<file path="src/rtl/mem_port_arbiter.sv">
// Two-port arbiter that time-shares a single-port synchronous memory between port A
// (priority) and port B, with a starvation limit that forces B through.
module mem_port_arbiter #(
  parameter int DataWidth   = 8,
  parameter int AddrWidth   = 8,
  parameter int StarveLimit = 4
) (
  input  logic                 Clk,
  input  logic                 Reset,
  input  logic                 A_Req,
  input  logic                 A_Wr,
  input  logic [AddrWidth-1:0] A_Addr,
  input  logic [DataWidth-1:0] A_DIn,
  output logic                 A_Ack,
  output logic [DataWidth-1:0] A_DOut,
  input  logic                 B_Req,
  input  logic                 B_Wr,
  input  logic [AddrWidth-1:0] B_Addr,
  input  logic [DataWidth-1:0] B_DIn,
  output logic                 B_Ack,
  output logic [DataWidth-1:0] B_DOut,
  output logic [AddrWidth-1:0] MEM_Addr,
  output logic [DataWidth-1:0] MEM_DIn,
  output logic                 MEM_WrEn,
  input  logic [DataWidth-1:0] MEM_DOut,
  output logic                 Busy,
  output logic                 Owner
);

  typedef enum logic [1:0] {IDLE, ISSUE, CAPTURE, DONE} state_t;

  localparam logic [3:0] Limit = 4'(StarveLimit);

  state_t     state;
  logic [3:0] starve_cnt;
  logic       cur_wr;
  logic       grant_b;

  // B wins when A is quiet, or when A has already had its allowed run of grants
  always_comb begin
    grant_b = B_Req && (!A_Req || (starve_cnt == Limit));
  end

  always_ff @(posedge Clk or negedge Reset) begin
    if (!Reset) begin
      state      <= IDLE;
      starve_cnt <= '0;
      cur_wr     <= 1'b0;
      A_Ack      <= 1'b0;
      A_DOut     <= '0;
      B_Ack      <= 1'b0;
      B_DOut     <= '0;
      MEM_Addr   <= '0;
      MEM_DIn    <= '0;
      MEM_WrEn   <= 1'b0;
      Busy       <= 1'b0;
      Owner      <= 1'b0;
    end else begin
      case (state)
        IDLE: begin
          if (A_Req || B_Req) begin
            state    <= ISSUE;
            Busy     <= 1'b1;
            Owner    <= grant_b;
            MEM_Addr <= grant_b ? B_Addr : A_Addr;
            MEM_DIn  <= grant_b ? B_DIn : A_DIn;
            MEM_WrEn <= grant_b ? B_Wr : A_Wr;
            cur_wr   <= grant_b ? B_Wr : A_Wr;
            // Count only A grants that made a waiting B lose
            if (grant_b || !B_Req) begin
              starve_cnt <= '0;
            end else if (starve_cnt != Limit) begin
              starve_cnt <= starve_cnt + 4'd1;
            end
          end
        end
        ISSUE: begin
          state    <= CAPTURE;
          MEM_WrEn <= 1'b0;
        end
        CAPTURE: begin
          state <= DONE;
          if (Owner) begin
            B_Ack <= 1'b1;
            if (!cur_wr) B_DOut <= MEM_DOut;
          end else begin
            A_Ack <= 1'b1;
            if (!cur_wr) A_DOut <= MEM_DOut;
          end
        end
        DONE: begin
          state <= IDLE;
          A_Ack <= 1'b0;
          B_Ack <= 1'b0;
          Busy  <= 1'b0;
        end
        default: begin
          state <= IDLE;
        end
      endcase
    end
  end

endmodule

</file>
<file path="config.mk">
export PLATFORM = sky130hd
export DESIGN_NAME = mem_port_arbiter
export DESIGN_NICKNAME = d
export VERILOG_FILES = /design/src/rtl/mem_port_arbiter.sv
export SDC_FILE = /design/constraint.sdc
export NUM_CORES = 1
export LEC_CHECK = 0
export CORE_MARGIN = 5
export CORE_UTILIZATION = 32
export DETAILED_ROUTE_END_ITERATION = 7
export PLACE_DENSITY = 0.61
export SYNTH_ARGS = -nofsm -noshare
export SYNTH_HDL_FRONTEND = slang
export SYNTH_SLANG_ARGS = --single-unit
</file>
<file path="constraint.sdc">
create_clock -name Clk -period 3.32 [get_ports Clk]
set_clock_uncertainty 0.05 [all_clocks]
set_input_delay 0.664 -clock Clk [delete_from_list [all_inputs] [get_ports Clk]]
set_output_delay 0.664 -clock Clk [all_outputs]
set_load 0.03 [all_outputs]
</file>
* Word-level counts from Yosys, hierarchy flattened
Cells that the tools add are included.
Widths: inputs -> output; s select.
** Operators by class
- Bitwise gates (word level) :: 2
- Shift operators :: 0
- Add/subtract/negate cells :: 1
- $mul :: 0
- Reductions and logical operators :: 19
- Equal/unequal tests :: 8
- Order comparisons :: 0
- Multiplexer cells :: 15
- Div/mod/pow operators :: 0
** Operators by type and width (number)
- $mux 8 :: 2
- $reduce_and 2->1 :: 5
- $reduce_and 3->1 :: 3
- $mux 4 :: 2
- $pmux 1 s2 :: 4
- $pmux 2 s4 :: 1
- $reduce_bool 2->1 :: 4
- $ne 2x2->1 const B :: 3
- $mux 1 :: 5
- $add 4x1->4 const B :: 1
- $eq 2x2->1 const B :: 2
- $eq 4x3->1 const B :: 1
- $ne 4x3->1 const B :: 1
- $logic_or 1x1->1 :: 3
- $eq 2x1->1 const B :: 1
- $logic_not 1->1 :: 2
- $logic_not 2->1 :: 1
- $mux 2 :: 1
- $not 1->1 :: 2
- $logic_and 1x1->1 :: 1
** Storage, ports and cells
- Memory bits (writable) :: 0
- Output and inout bits :: 37
- Word-level logic and storage cells :: 57
- Flip-flop bits (word level) :: 44
- Memories :: 0
- Input bits :: 46
- Memory bits (read-only) :: 0
- Latch bits :: 0

* Logic depth before layout (Yosys ltp)
Gate-level depths: netlist of the first run.
- Depth after elaboration :: 6
- Gate-level depth with buffers :: 7
- Mapped depth without buffers :: 5

* Least setup slack after synthesis of the first run
Ideal clock, no wire load.
- Path type :: register to register
- Start point :: reg state[0]
- End point :: reg A_DOut[0]
- Slack :: 1611 ps
- Setup time :: 125 ps
- Buffers on the path :: 1
- Clock period less this slack :: 1709 ps
- Stages on the path, launching flop included :: 7
- Data required time :: 3145 ps
- Data arrival time :: 1535 ps
- Path through :: dfrtp_1 inv_1 ha_1 nor2b_1 nor2b_1 buf_2 mux2_2
** Between the ends
- Cells in the longest elaborated chain, start to end :: 2
** RTL lines
- start: declaration :: line 34 : state_t state;
- start signal: assignment :: line 46 : state <= IDLE;
- start signal: assignment :: line 62 : state <= ISSUE;
- start signal: assignment :: line 78 : state <= CAPTURE;
- $eq 2x2->1 :: line 59 : case (state)
- $reduce_and 3->1 (no source line)
- end signal: assignment :: line 88 : if (!cur_wr) A_DOut <= MEM_DOut;
- end: declaration :: line 15 : output logic [DataWidth-1:0] A_DOut,
Every way passes these cells.
A chain may end at the register's enable or synchronous reset.

* Worst setup path after layout of the first run
- Start point :: reg state[0]
- End point :: reg A_DOut[6]
The elaborated chain is that of the path after synthesis.

==> results.json, run 1 <==
{
  "outcome": "finished clean",
  "hpwl_um": 4020,
  "grt_max_degree": 45,
  "ctsHoldBuffers": 0,
  "path_clk_slew_ns": 0.08,
  "numCtsBuffers": 5,
  "drt-vias-per-instance": 5.10,
  "min_path_type": "reg -> reg",
  "grt_overflow": 0,
  "post_cts_resized": 0,
  "hold_viol_final": 0,
  "hp-start": "MEM_Addr[1]",
  "postSynthCellCount": 195,
  "synth_seq_area_share": 0.517,
  "start_util": 0.332,
  "cap_violations": 0,
  "grt_pass1_vias": 1896,
  "drc": 0,
  "final.setup.tns_ns": 0,
  "grt_util_all_layers": 0.139,
  "path_cells": "inv_1 -> ha_1 -> nor2b_1 -> nor2b_1 -> mux2_2",
  "dr.first_iter.drc_count": 91,
  "clock_latency_ns": 0.30,
  "dp_cells": 346,
  "postCtsSetupBuffers": 0,
  "cts_tree": "yes",
  "row_count": 29,
  "yosysTopAreaCell": "dfrtp_1",
  "die_h_um": 91.6,
  "reg2reg_depth": 5,
  "whs_path_depth": 2,
  "routabilityCongestion": 0.741,
  "critPathMaxFanout": 8,
  "final_cells": 354,
  "wirelength_um": 5580,
  "regToRegStartpoint": "state[0]",
  "antenna_found_initial": 0,
  "fmax_ghz": 0.455,
  "yosysWarningCount": 0,
  "power.internal_w": 0.00175,
  "synthTopCellsByArea": "dfrtp_1, mux2_2, nand2_1",
  "placeableCoreArea_mm2": 0.00642,
  "first_pass_iters": 4,
  "rsz0062_at_grt": "no",
  "root_buffer": "clkbuf_8",
  "ys_ff_latch": 44,
  "drive_gt1_frac": 0.152,
  "num_antenna_cells": 0,
  "power_density_mw_per_mm2": 978,
  "cts_htree_levels": 2,
  "ff2ff_setup_slack_ns": 1.12,
  "pwr-share-comb": 0.551,
  "syn-num-nets": 248,
  "synth.distinct_cells": 30,
  "cts_num_sinks": 44,
  "crit_type": "reg -> reg",
  "critPathMaxStageDelay_ns": 0.62,
  "max_slew.worst_pin.slew_ns": 0.995,
  "clockPowerShare": 0.133,
  "relSlewSlack": 0.337,
  "dieArea_mm2": 0.00839,
  "timing.rr.end": "A_DOut[6]",
  "worst_path_max_delay_cell": "nor2b_1",
  "crit_top_cell": "nor2b_1",
  "io_pins": 83,
  "critPathCaptureType": "register",
  "syn_avg_cell_area_um2": 10.9,
  "grt_pass1_wl_um": 9430,
  "start_kind": "register",
  "wl_per_cell_um": 15.8,
  "required_ns": 3.45,
  "setup_violations": 0,
  "netlist_area_mm2": 0.00213,
  "drv_slew": 0,
  "nets": 329,
  "syn2layout_area_growth_pct": 46.1,
  "fin_crit_ns": 2.20,
  "p_sw_frac": 0.426,
  "vias": 1805,
  "p_switching_w": 0.00130,
  "min_period_over_period": 0.661,
  "cp.arrival_ns": 2.33,
  "whs_endpoint": "MEM_Addr[1]",
  "ir_drop_mv": 0.353,
  "portBuffers": 82,
  "p_leak_nw": 1.27,
  "synth_top_area_share": 0.517,
  "die_width_um": 91.6,
  "cts.path.max_buffers": 2,
  "seqPwrFrac": 0.316,
  "ant_nets": 0
}
per-layer routing:
| metal | routed length (µm) | up-vias | global-route usage |
|---|---|---|---|
| li1 | - | 862 | - |
| met4 | 53 | 0 | 0.0339 |
| met1 | 2540 | 863 | 0.179 |
| met2 | 2540 | 75 | 0.225 |
| met3 | 450 | 5 | 0.0455 |
| met5 | 0 | - | 0 |
worst max-delay path, delay by kind of cell (launching register included):
kind	cells	cell delay, ns
buffers and inverters	1	0.13
multiplexers	1	0.41
adder cells (fa/ha/maj)	1	0.26
AND/OR/NAND/NOR	2	0.84
flip-flops	1	0.41
cell families after synthesis:
family | count (synthesis) | synth area share
buf+inv | 19 | 0.0440
simple gates | 76 | 0.184
compound gates | 32 | 0.124
mux | 17 | 0.0898
flops | 44 | 0.517
fa+ha+maj | 7 | 0.0411
cells in the final DEF, fill, tap and decap left out, drive strengths merged:
cell / count
a21oi: 3
bufinv: 1
a21bo: 1
nand3: 4
o21ai: 7
a32oi: 1
nor3b: 1
mux2: 17
ha: 7
nand3b: 2
clkdlybuf4s50: 81
clkbuf: 6
or3: 1
nand2b: 1
a31oi: 1
nor2b: 2
clkinv: 1
nand4: 19
inv: 7
o211ai: 17
nand4b: 1
buf: 5
and2: 2
dfrtp: 44
o311ai: 1
nand2: 39
o21a: 1
nor3: 1
nor2: 3
how the worst max path moves through the flow:
stage	startpoint	endpoint	slack, ns	cells after the start
detailed placement	A_Req	MEM_WrEn	0.84	6
CTS	state[0]	A_DOut[7]	1.08	5
finish	state[0]	A_DOut[6]	1.12	5
global route	state[0]	A_DOut[7]	0.99	5
floorplan	state[0]	A_DOut[0]	1.61	6
global placement	A_Req	MEM_WrEn	0.92	6
state kept, by name, indices dropped and copies added, names as in the netlist, 2 cells and up:
name	flops
state	2
MEM_Addr	8
MEM_DIn	8
B_DOut	8
starve_cnt	4
A_DOut	8
power groups by stage:
stage	Clock, W	Combinational [W]	Sequential (W)
after floorplan	0	0.000617	0.00139
after global placement	0	0.00167	0.000970
after detailed placement	0	0.00170	0.000973
after CTS	0.000420	0.00170	0.000966
after global routing	0.000434	0.00181	0.000998
final	0.000404	0.00168	0.000962
metrics by stage:
stage | power, W | hold slack, ns | utilization | setup WS (ns) | area (µm²)
after global routing | 0.00324 | 0.476 | 0.485 | 0.988 | 3110
after CTS | 0.00308 | 0.452 | 0.485 | 1.08 | 3110
after global placement | 0.00264 | 0.427 | 0.468 | 0.920 | 3010
after floorplan | 0.00201 | 0.318 | - | 1.61 | 2130
final | 0.00305 | 0.445 | 0.485 | 1.12 | 3110
after detailed placement | 0.00267 | 0.432 | 0.468 | 0.844 | 3010
synthesized netlist by cell type, drive strengths merged:
cell / number
dfrtp: 44
nand2: 39
nand4: 19
mux2: 17
o211ai: 17
buf: 8
ha: 7
inv: 7
o21ai: 7
clkbuf: 4
nand3: 4
a21oi: 3
nor2: 3
and2: 2
nand3b: 2
nor2b: 2
a21bo: 1
a31oi: 1
a32oi: 1
nand2b: 1
nand4b: 1
nor3: 1
nor3b: 1
o21a: 1
o311ai: 1
or3: 1
layout make-up:
class,count,area (µm²)
clock buffer,6,72.6
fill,586,3310
timing repair buffer,86,846
multi-input combinational,132,936
sequential,44,1100
clock inverter,2,35.0
inverter,7,26.3
tap,77,96.3
Note: power is estimated with default switching activity, not from simulation.
==> run 2: changes to the inputs <==
--- a/config.mk
+++ b/config.mk
@@ -8,7 +8,7 @@
 export CORE_MARGIN = 5
 export CORE_UTILIZATION = 32
 export DETAILED_ROUTE_END_ITERATION = 7
-export PLACE_DENSITY = 0.61
+export PLACE_DENSITY = 0.63
 export SYNTH_ARGS = -nofsm -noshare
 export SYNTH_HDL_FRONTEND = slang
 export SYNTH_SLANG_ARGS = --single-unit
==> constraint.sdc (replaced) <==
create_clock -name Clk -period 1.9 [get_ports Clk]
set_clock_uncertainty 0.05 [all_clocks]
set_input_delay 0.38 -clock Clk [delete_from_list [all_inputs] [get_ports Clk]]
set_output_delay 0.38 -clock Clk [all_outputs]
set_load 0.03 [all_outputs]
==> run 2 against run 1 <==
Compared with the run above:
- the flow now finishes with violations (hold timing)
- largest power group unchanged
- register-to-register slack got worse by 0.97 ns
- sequential power rose by 76%
- worst setup slack got worse by 1.0 ns
- clock power rose by 90%
- cell area rose by 3.1%
- worst hold slack got worse by 0.45 ns
- first-iteration DRC count fell by 44%
- combinational power rose by 80%
- total power rose by 80%
- clock-buffer cell count did not move
- highest routed layer unchanged
==> results.json, run 2 (synthesized netlist as in run 1, its figures left out) <==
{
  "reg2reg_depth": 6,
  "postCtsSetupBuffers": 0,
  "min_period_over_period": 0.944,
  "portBuffers": 82,
  "power_w": 0.00547,
  "worst_path_max_delay_cell": "clkdlybuf4s50_1",
  "relSlewSlack": 0.652,
  "dp_cells": 357,
  "numCtsBuffers": 5,
  "routabilityCongestion": 0.728,
  "cts_num_sinks": 44,
  "fin_hold_ws_ns": -0.00405,
  "cap_violations": 0,
  "grt_overflow": 0,
  "syn2layout_area_growth_pct": 50.6,
  "multi_input_area_um2": 936,
  "path_buf_inv": 1,
  "final.setup.tns_ns": 0,
  "drt-vias-per-instance": 4.95,
  "required_ns": 1.47,
  "grt_use_met1": 0.182,
  "die_width_um": 91.6,
  "cts.path.max_buffers": 2,
  "ff2ff_setup_slack_ns": 0.15,
  "grt_pass1_vias": 1984,
  "final_cells": 365,
  "fmax_ghz": 0.558,
  "dieArea_mm2": 0.00839,
  "crit_type": "reg -> out",
  "start_kind": "register",
  "cts_tree": "yes",
  "cp_num_cells": 1,
  "clock_latency_ns": 0.30,
  "start_util": 0.332,
  "drive_gt1_frac": 0.188,
  "final_area_mm2": 0.00321,
  "critPathCaptureType": "output port",
  "dr.first_iter.drc_count": 51,
  "final_common_cell": "clkdlybuf4s50_1",
  "num_antenna_cells": 0,
  "grt_util_all_layers": 0.142,
  "nets": 340,
  "met2_usage": 0.232,
  "violations": "hold timing",
  "drc": 0,
  "final_cell_mix": "clkdlybuf4s50_1, dfrtp_1, nand2_1",
  "cts_htree_levels": 2,
  "grt_pass1_wl_um": 9710,
  "hold_viol_final": 10,
  "register_area_mm2": 0.00110,
  "regToRegStartpoint": "state[0]",
  "timing.rr.end": "A_DOut[0]",
  "drv_slew": 0,
  "setup_violations": 0,
  "critPathMaxStageDelay_ns": 0.68,
  "grt_max_degree": 24,
  "cp-endpoint": "MEM_Addr[4]",
  "hpwl_um": 4310,
  "p_leak_nw": 1.34,
  "vias": 1807,
  "first_pass_iters": 4,
  "row_count": 29,
  "antenna_found_initial": 0,
  "ir_drop_mv": 0.574,
  "fin_crit_ns": 1.79,
  "ant_nets": 0,
  "cp.arrival_ns": 1.36,
  "fillCellCount": 603,
  "setup.worst_path.start": "MEM_Addr[4]",
  "placeableCoreArea_mm2": 0.00642,
  "wirelength_um": 5700,
  "wl_per_cell_um": 15.6,
  "min_path_type": "in -> async",
  "power_density_mw_per_mm2": 1710,
  "grt-busiest-layer": "met2",
  "path_cells": "clkdlybuf4s50_1",
  "rsz0062_at_grt": "no",
  "place_area_mm2": 0.00309,
  "cpLargestDelayFamily": "buffers and inverters",
  "critPathMaxFanout": 2,
  "grt_use_met3": 0.0405,
  "path_clk_slew_ns": 0.09,
  "max_slew.worst_pin.slew_ns": 0.521,
  "outcome": "finished, violations left",
  "die_h_um": 91.6,
  "root_buffer": "clkbuf_8",
  "io_pins": 83
}
run 2: changes by cell type in the layout (fill, tap and decap cells not counted), sizes merged:
cell / previous run / this run
buf: 5 / 16
clkdlybuf4s50: 81 / 80
dlygate4sd2: 0 / 1
run 2: cell type report:
| cell class | count | share of cell area |
|---|---|---|
| sequential | 44 | 0.343 |
| multi-input combinational | 132 | 0.292 |
| timing repair buffer | 97 | 0.289 |
| tap | 77 | 0.0300 |
| clock buffer | 6 | 0.0257 |
| clock inverter | 2 | 0.0121 |
| inverter | 7 | 0.00819 |
run 2: what timing repair did:
action	CTS	global route
hold buffers	0	0
resized for setup	1	0
endpoints found under the setup margin	1	0
run 2: worst min-delay path by stage:
stage | start | endpoint | slack, ns
5_1_grt | Reset | MEM_Addr[1] | 0.03
3_3_place_gp | Reset | B_DOut[7] | 0.33
2_1_floorplan | Reset | A_Ack | 0.03
6_report | Reset | MEM_Addr[6] | -0.004
3_5_place_dp | Reset | B_DOut[7] | 0.34
4_1_cts | Reset | MEM_Addr[7] | 0.006
run 2: layer usage:
layer	up-vias	share of wire	wire [µm]
met4	0	0.0089	51
li1	878	-	-
met5	-	0	0
met2	62	0.47	2690
met1	862	0.46	2600
met3	5	0.063	361
run 2: power by group:
part	switching, W	total (W)	internal [W]	leakage [nW]
clock	0.000336	0.000766	0.000430	0.0614
combinational	0.00168	0.00302	0.00134	0.736
sequential	0.000291	0.00169	0.00140	0.539
run 2: stage by stage:
stage               worst slack [ns]  utilization
global placement               0.127        0.481
finish                         0.106        0.500
floorplan                      0.191            -
detailed placement            0.0660        0.481
CTS                           0.0867        0.500
global route                  0.0206        0.500
==> RTL edit 1 (flow settings as in run 2) <==
`DataWidth`: 8 -> 12.
--- a/src/rtl/mem_port_arbiter.sv
+++ b/src/rtl/mem_port_arbiter.sv
@@ -2,5 +2,5 @@
 // (priority) and port B, with a starvation limit that forces B through.
 module mem_port_arbiter #(
-  parameter int DataWidth   = 8,
+  parameter int DataWidth   = 12,
   parameter int AddrWidth   = 8,
   parameter int StarveLimit = 4
Ports: changed (6 resized); port bits go from 83 to 107. The function was not compared with the original's and may differ.
==> RTL edit 1 against run 2 <==
Routed wire length grew 23%. Sequential cell count increased by 12. Maximum frequency fell by 0.44%. Non-clock buffer count grew 32. Global-route usage rose by 0.24 points. Setup slack worse by 7.9 ps. Synthesized cell count rose by 22%. Area after synthesis rose by 21%. Power increased by 18%. Combinational power rose by 21%. Core utilization grew 1.1 points. Cell area up 24%. Sequential power is 22% higher. Sequential share of layout area grew 1.0 points.
==> RTL edit 1: results (changes against run 2) <==
status=finished, final reports clean (was finished, violations left); synthesized area per cell=10.81 µm² (was 10.93 µm²); R2R Path End=A_DOut[2] (was A_DOut[0]); LEAKAGE=1.632 nW (was 1.337 nW); Peak VDD IR=0.0004610 V (was 0.0005735 V); largest net degree at the start of global routing=28 (was 24); Rel. slew slack=0.7586 (was 0.6524); Final Non-Filler Cells=457 (was 365); Synth Area in Compound Gates=0.09966 (was 0.1239); Crit. End Element=flop (was output port); initial DRC count=80 (was 51); IO buf count=106 (was 82); Final nets=421 (was 340); Post-Place Setup Slack=-16.46 ps (was 65.99 ps); Seq/Total Area, Yosys=0.5445 (was 0.5167); crit path from=state[0] (was MEM_Addr[4]); met3 wire len=618 µm (was 361 µm); drt via density=4.842 (was 4.951); Max Freq=555.1 MHz (was 557.6 MHz); GP Congestion=0.7548 (was 0.7283); WL met2=3232 µm (was 2691 µm); Synth top cells by count=dfrtp_1, nand2_1, mux2_2 (was dfrtp_1, nand2_1, nand4_1); met1 Resource Use GR=0.1857 (was 0.1816); Synth Area in Adders=0.03403 (was 0.04110); post-DP HPWL=5533 µm (was 4311 µm); total length of routed wires=7004 µm (was 5704 µm); wl on met1=3088 µm (was 2600 µm); Hold WS=399.6 ps (was -4.051 ps); CP max stage delay=410 ps (was 680 ps); Placed Cells=450 (was 357); routing usage on met2=0.2376 (was 0.2319); met3 GRT Util=0.04348 (was 0.04050); mux cell area share after synthesis=0.1133 (was 0.08984)
==> RTL edit 1: changes by cell type in the layout (fill, tap and decap cells not counted), moves of 3 or more <==
cell	change
buf_4	+6
clkdlybuf4s50_1	+24
dfrtp_1	+12
mux2_2	+8
nand2_1	+6
nand4_1	+3
o211ai_1	+13
o211ai_2	-9
==> RTL edit 1: final cells by class <==
| type | count | share of cell area |
|---|---|---|
| tap | 102 | 0.03217 |
| inverter | 8 | 0.007569 |
| clock inverter | 1 | 0.007569 |
| sequential | 56 | 0.3532 |
| clock buffer | 5 | 0.01734 |
| timing repair buffer | 129 | 0.3131 |
| multi-input combinational | 156 | 0.2690 |
==> RTL edit 1: logic make-up after synthesis <==
kind of cell / count (synthesis)
AND/OR/NAND/NOR: 85
flip-flops: 56
buffers and inverters: 26
adder cells (fa/ha/maj): 7
multiplexers: 26
AO/OA/AOI/OAI: 38
==> RTL edit 1: metrics by stage <==
step	power, W	area, µm²
finish	0.006465	3968
CTS	0.006558	3968
detailed placement	0.005815	3860
global placement	0.005739	3860
global route	0.006873	3968
floorplan	0.004180	2574
==> RTL edit 1: power groups by stage <==
stage / Sequential [W] / Combinational (W) / Clock [W]
after floorplan: 0.00308 / 0.00110 / 0
after global placement: 0.00208 / 0.00366 / 0
after detailed placement: 0.00210 / 0.00371 / 0
after CTS: 0.00208 / 0.00371 / 0.000771
after global routing: 0.00216 / 0.00391 / 0.000804
final: 0.00207 / 0.00365 / 0.000737
==> RTL edit 1: what timing repair did <==
action / in CTS / in global routing
endpoints found under the setup margin: 1 / 0
buffers inserted: 0 / 0
hold buffers: 1 / 0
gates resized for setup: 1 / 0
endpoints found under the hold margin: 5 / 0
==> RTL edit 2 (config.mk and constraints of run 2) <==
Without the edit above. Re-encode `state_t` (4 states) as Gray code, 2 bits wide.
--- a/src/rtl/mem_port_arbiter.sv
+++ b/src/rtl/mem_port_arbiter.sv
@@ -28,5 +28,5 @@
 );
 
-  typedef enum logic [1:0] {IDLE, ISSUE, CAPTURE, DONE} state_t;
+  typedef enum logic [1:0] {IDLE = 2'b00, ISSUE = 2'b01, CAPTURE = 2'b11, DONE = 2'b10} state_t;
 
   localparam logic [3:0] Limit = 4'(StarveLimit);
Check against the original RTL: no difference found for any inputs over 10 cycles, from zero or initial values and one cycle with Reset low; not proved beyond that.
==> RTL edit 2 against run 2 <==
Core utilization up 0.48 points. Register-to-register slack better by 30 ps. Maximum frequency decreased by 1.8%. Power down 16%. Area after synthesis decreased by 11%. Routed wire length decreased by 28%. Sequential cell count stayed put. Count of clock-buffer cells in the layout unchanged. Cell area shrank 8.6%. Setup slack got worse by 33 ps. Largest power group unchanged.
==> RTL edit 2: results (changes against run 2) <==
initial DRC count=48 (was 51); WP data arrival=1400 ps (was 1360 ps); LEAKAGE=1.233 nW (was 1.337 nW); DP Area=2845 µm² (was 3088 µm²); Final nets=300 (was 340); met3 GRT Util=0.03992 (was 0.04050); Diodes inserted=0 (unchanged); DR top layer=met4 (unchanged); worst hold path class=reg -> reg (was in -> async); clock power share=0.115 (was 0.140); P_seq=0.00163 W (was 0.00169 W); Worst Tran Pin Value=355.7 ps (was 521.3 ps); register-to-register setup slack=180 ps (was 150 ps); CP endpoint=Owner (was MEM_Addr[4]); dominant cells by area after synthesis=dfrtp_1, mux2_2, mux2i_1 (was dfrtp_1, mux2_2, nand2_1); internal power=0.002731 W (was 0.003166 W); Synth Area in Compound Gates=0.08687 (was 0.1239); R2R Path End=MEM_Addr[5] (was A_DOut[0]); status=finished, final reports clean (was finished, violations left); GP Congestion=0.7504 (was 0.7283); Seq/Total Area, Yosys=0.5836 (was 0.5167); overall routing resource usage=0.1137 (was 0.1418); fin area=2933 µm² (was 3208 µm²); wl on met1=1700 µm (was 2600 µm); drt via density=4.425 (was 4.951); met1 Resource Use GR=0.1349 (was 0.1816); largest net degree at the start of global routing=35 (was 24); worst r2r src=starve_cnt[0] (was state[0]); Avg WL per Cell=12.55 µm (was 15.63 µm); setup bufs post-CTS=0 (unchanged); Synth top cells by count=dfrtp_1, nand2_1, o21ai_0 (was dfrtp_1, nand2_1, nand4_1); Post-Syn Nets=207 (was 248); R2R cell count=7 (was 6); WL met2=1922 µm (was 2691 µm); # fillers=559 (was 603); CP max stage delay=700 ps (was 680 ps); cts bufs inserted=5 (unchanged); first-pass GRT wire length=6686 µm (was 9708 µm); post-DP HPWL=3352 µm (was 4311 µm); Skew-Pair Late Insertion Delay=280 ps (was 300 ps); met3 wire len=416 µm (was 361 µm); worst-path fanout max=4 (was 2); crit path from=Owner (was MEM_Addr[4]); mux cell area share after synthesis=0.1857 (was 0.08984); Unique masters post-synth=28 (was 30); Peak VDD IR=0.0007895 V (was 0.0005735 V); layout cell share with drive strength beyond 1=0.1548 (was 0.1875); Synth Area in Adders=0.01326 (was 0.04110); async set-or-reset flop fraction in the synthesized netlist=1.000 (unchanged); routing usage on met2=0.1870 (was 0.2319); clock slew at reported path FFs=70 ps (was 90 ps)
## RTL edit 2: changes by cell type after synthesis, moves of 4 or more
| cell | before | now |
|---|---|---|
| nand4_1 | 19 | 0 |
| buf_2 | 6 | 1 |
| o21ai_0 | 6 | 20 |
| o211ai_2 | 9 | 0 |
| ha_1 | 7 | 2 |
| o211ai_1 | 8 | 0 |
| mux2i_1 | 0 | 17 |
| nor2_1 | 3 | 7 |
| inv_1 | 7 | 3 |
| nand2_1 | 39 | 22 |
## RTL edit 2: layout make-up
class	instances	area share
clock buffer	6	0.02474
clock inverter	1	0.001706
inverter	3	0.003840
multi-input combinational	104	0.2483
sequential	44	0.3754
tap	75	0.03200
timing repair buffer	94	0.3140
## RTL edit 2: how the worst min path moves through the flow
stage,startpoint,endpoint,slack [ps],cells past startpoint
floorplan,Reset,A_Ack,30,0
global route,MEM_DIn[3],MEM_DIn[3],460,2
CTS,MEM_Addr[0],MEM_Addr[0],440,2
global placement,Reset,MEM_DIn[0],220,1
finish,MEM_Addr[0],MEM_Addr[0],430,2
detailed placement,Reset,MEM_DIn[1],220,1
## RTL edit 2: timing repair
item	CTS	global route
hold buffers	1	0
endpoints found under the hold margin	10	0
gates resized for setup	0	0
## RTL edit 2: per-stage QoR
| step | TNS, ps | hold WS, ps | std cells | worst slack [ps] | power, W |
|---|---|---|---|---|---|
| 6_report | 0 | 428.2 | 327 | 73.90 | 0.004579 |
| 4_1_cts | 0 | 436.6 | 327 | 56.06 | 0.004658 |
| 5_1_grt | 0 | 464.0 | 327 | 0.3212 | 0.004896 |
| 2_1_floorplan | 0 | 34.41 | 159 | 305.2 | 0.003007 |
| 3_3_place_gp | 0 | 218.8 | 319 | 33.17 | 0.004082 |
| 3_5_place_dp | -13.39 | 222.0 | 319 | -13.39 | 0.004116 |
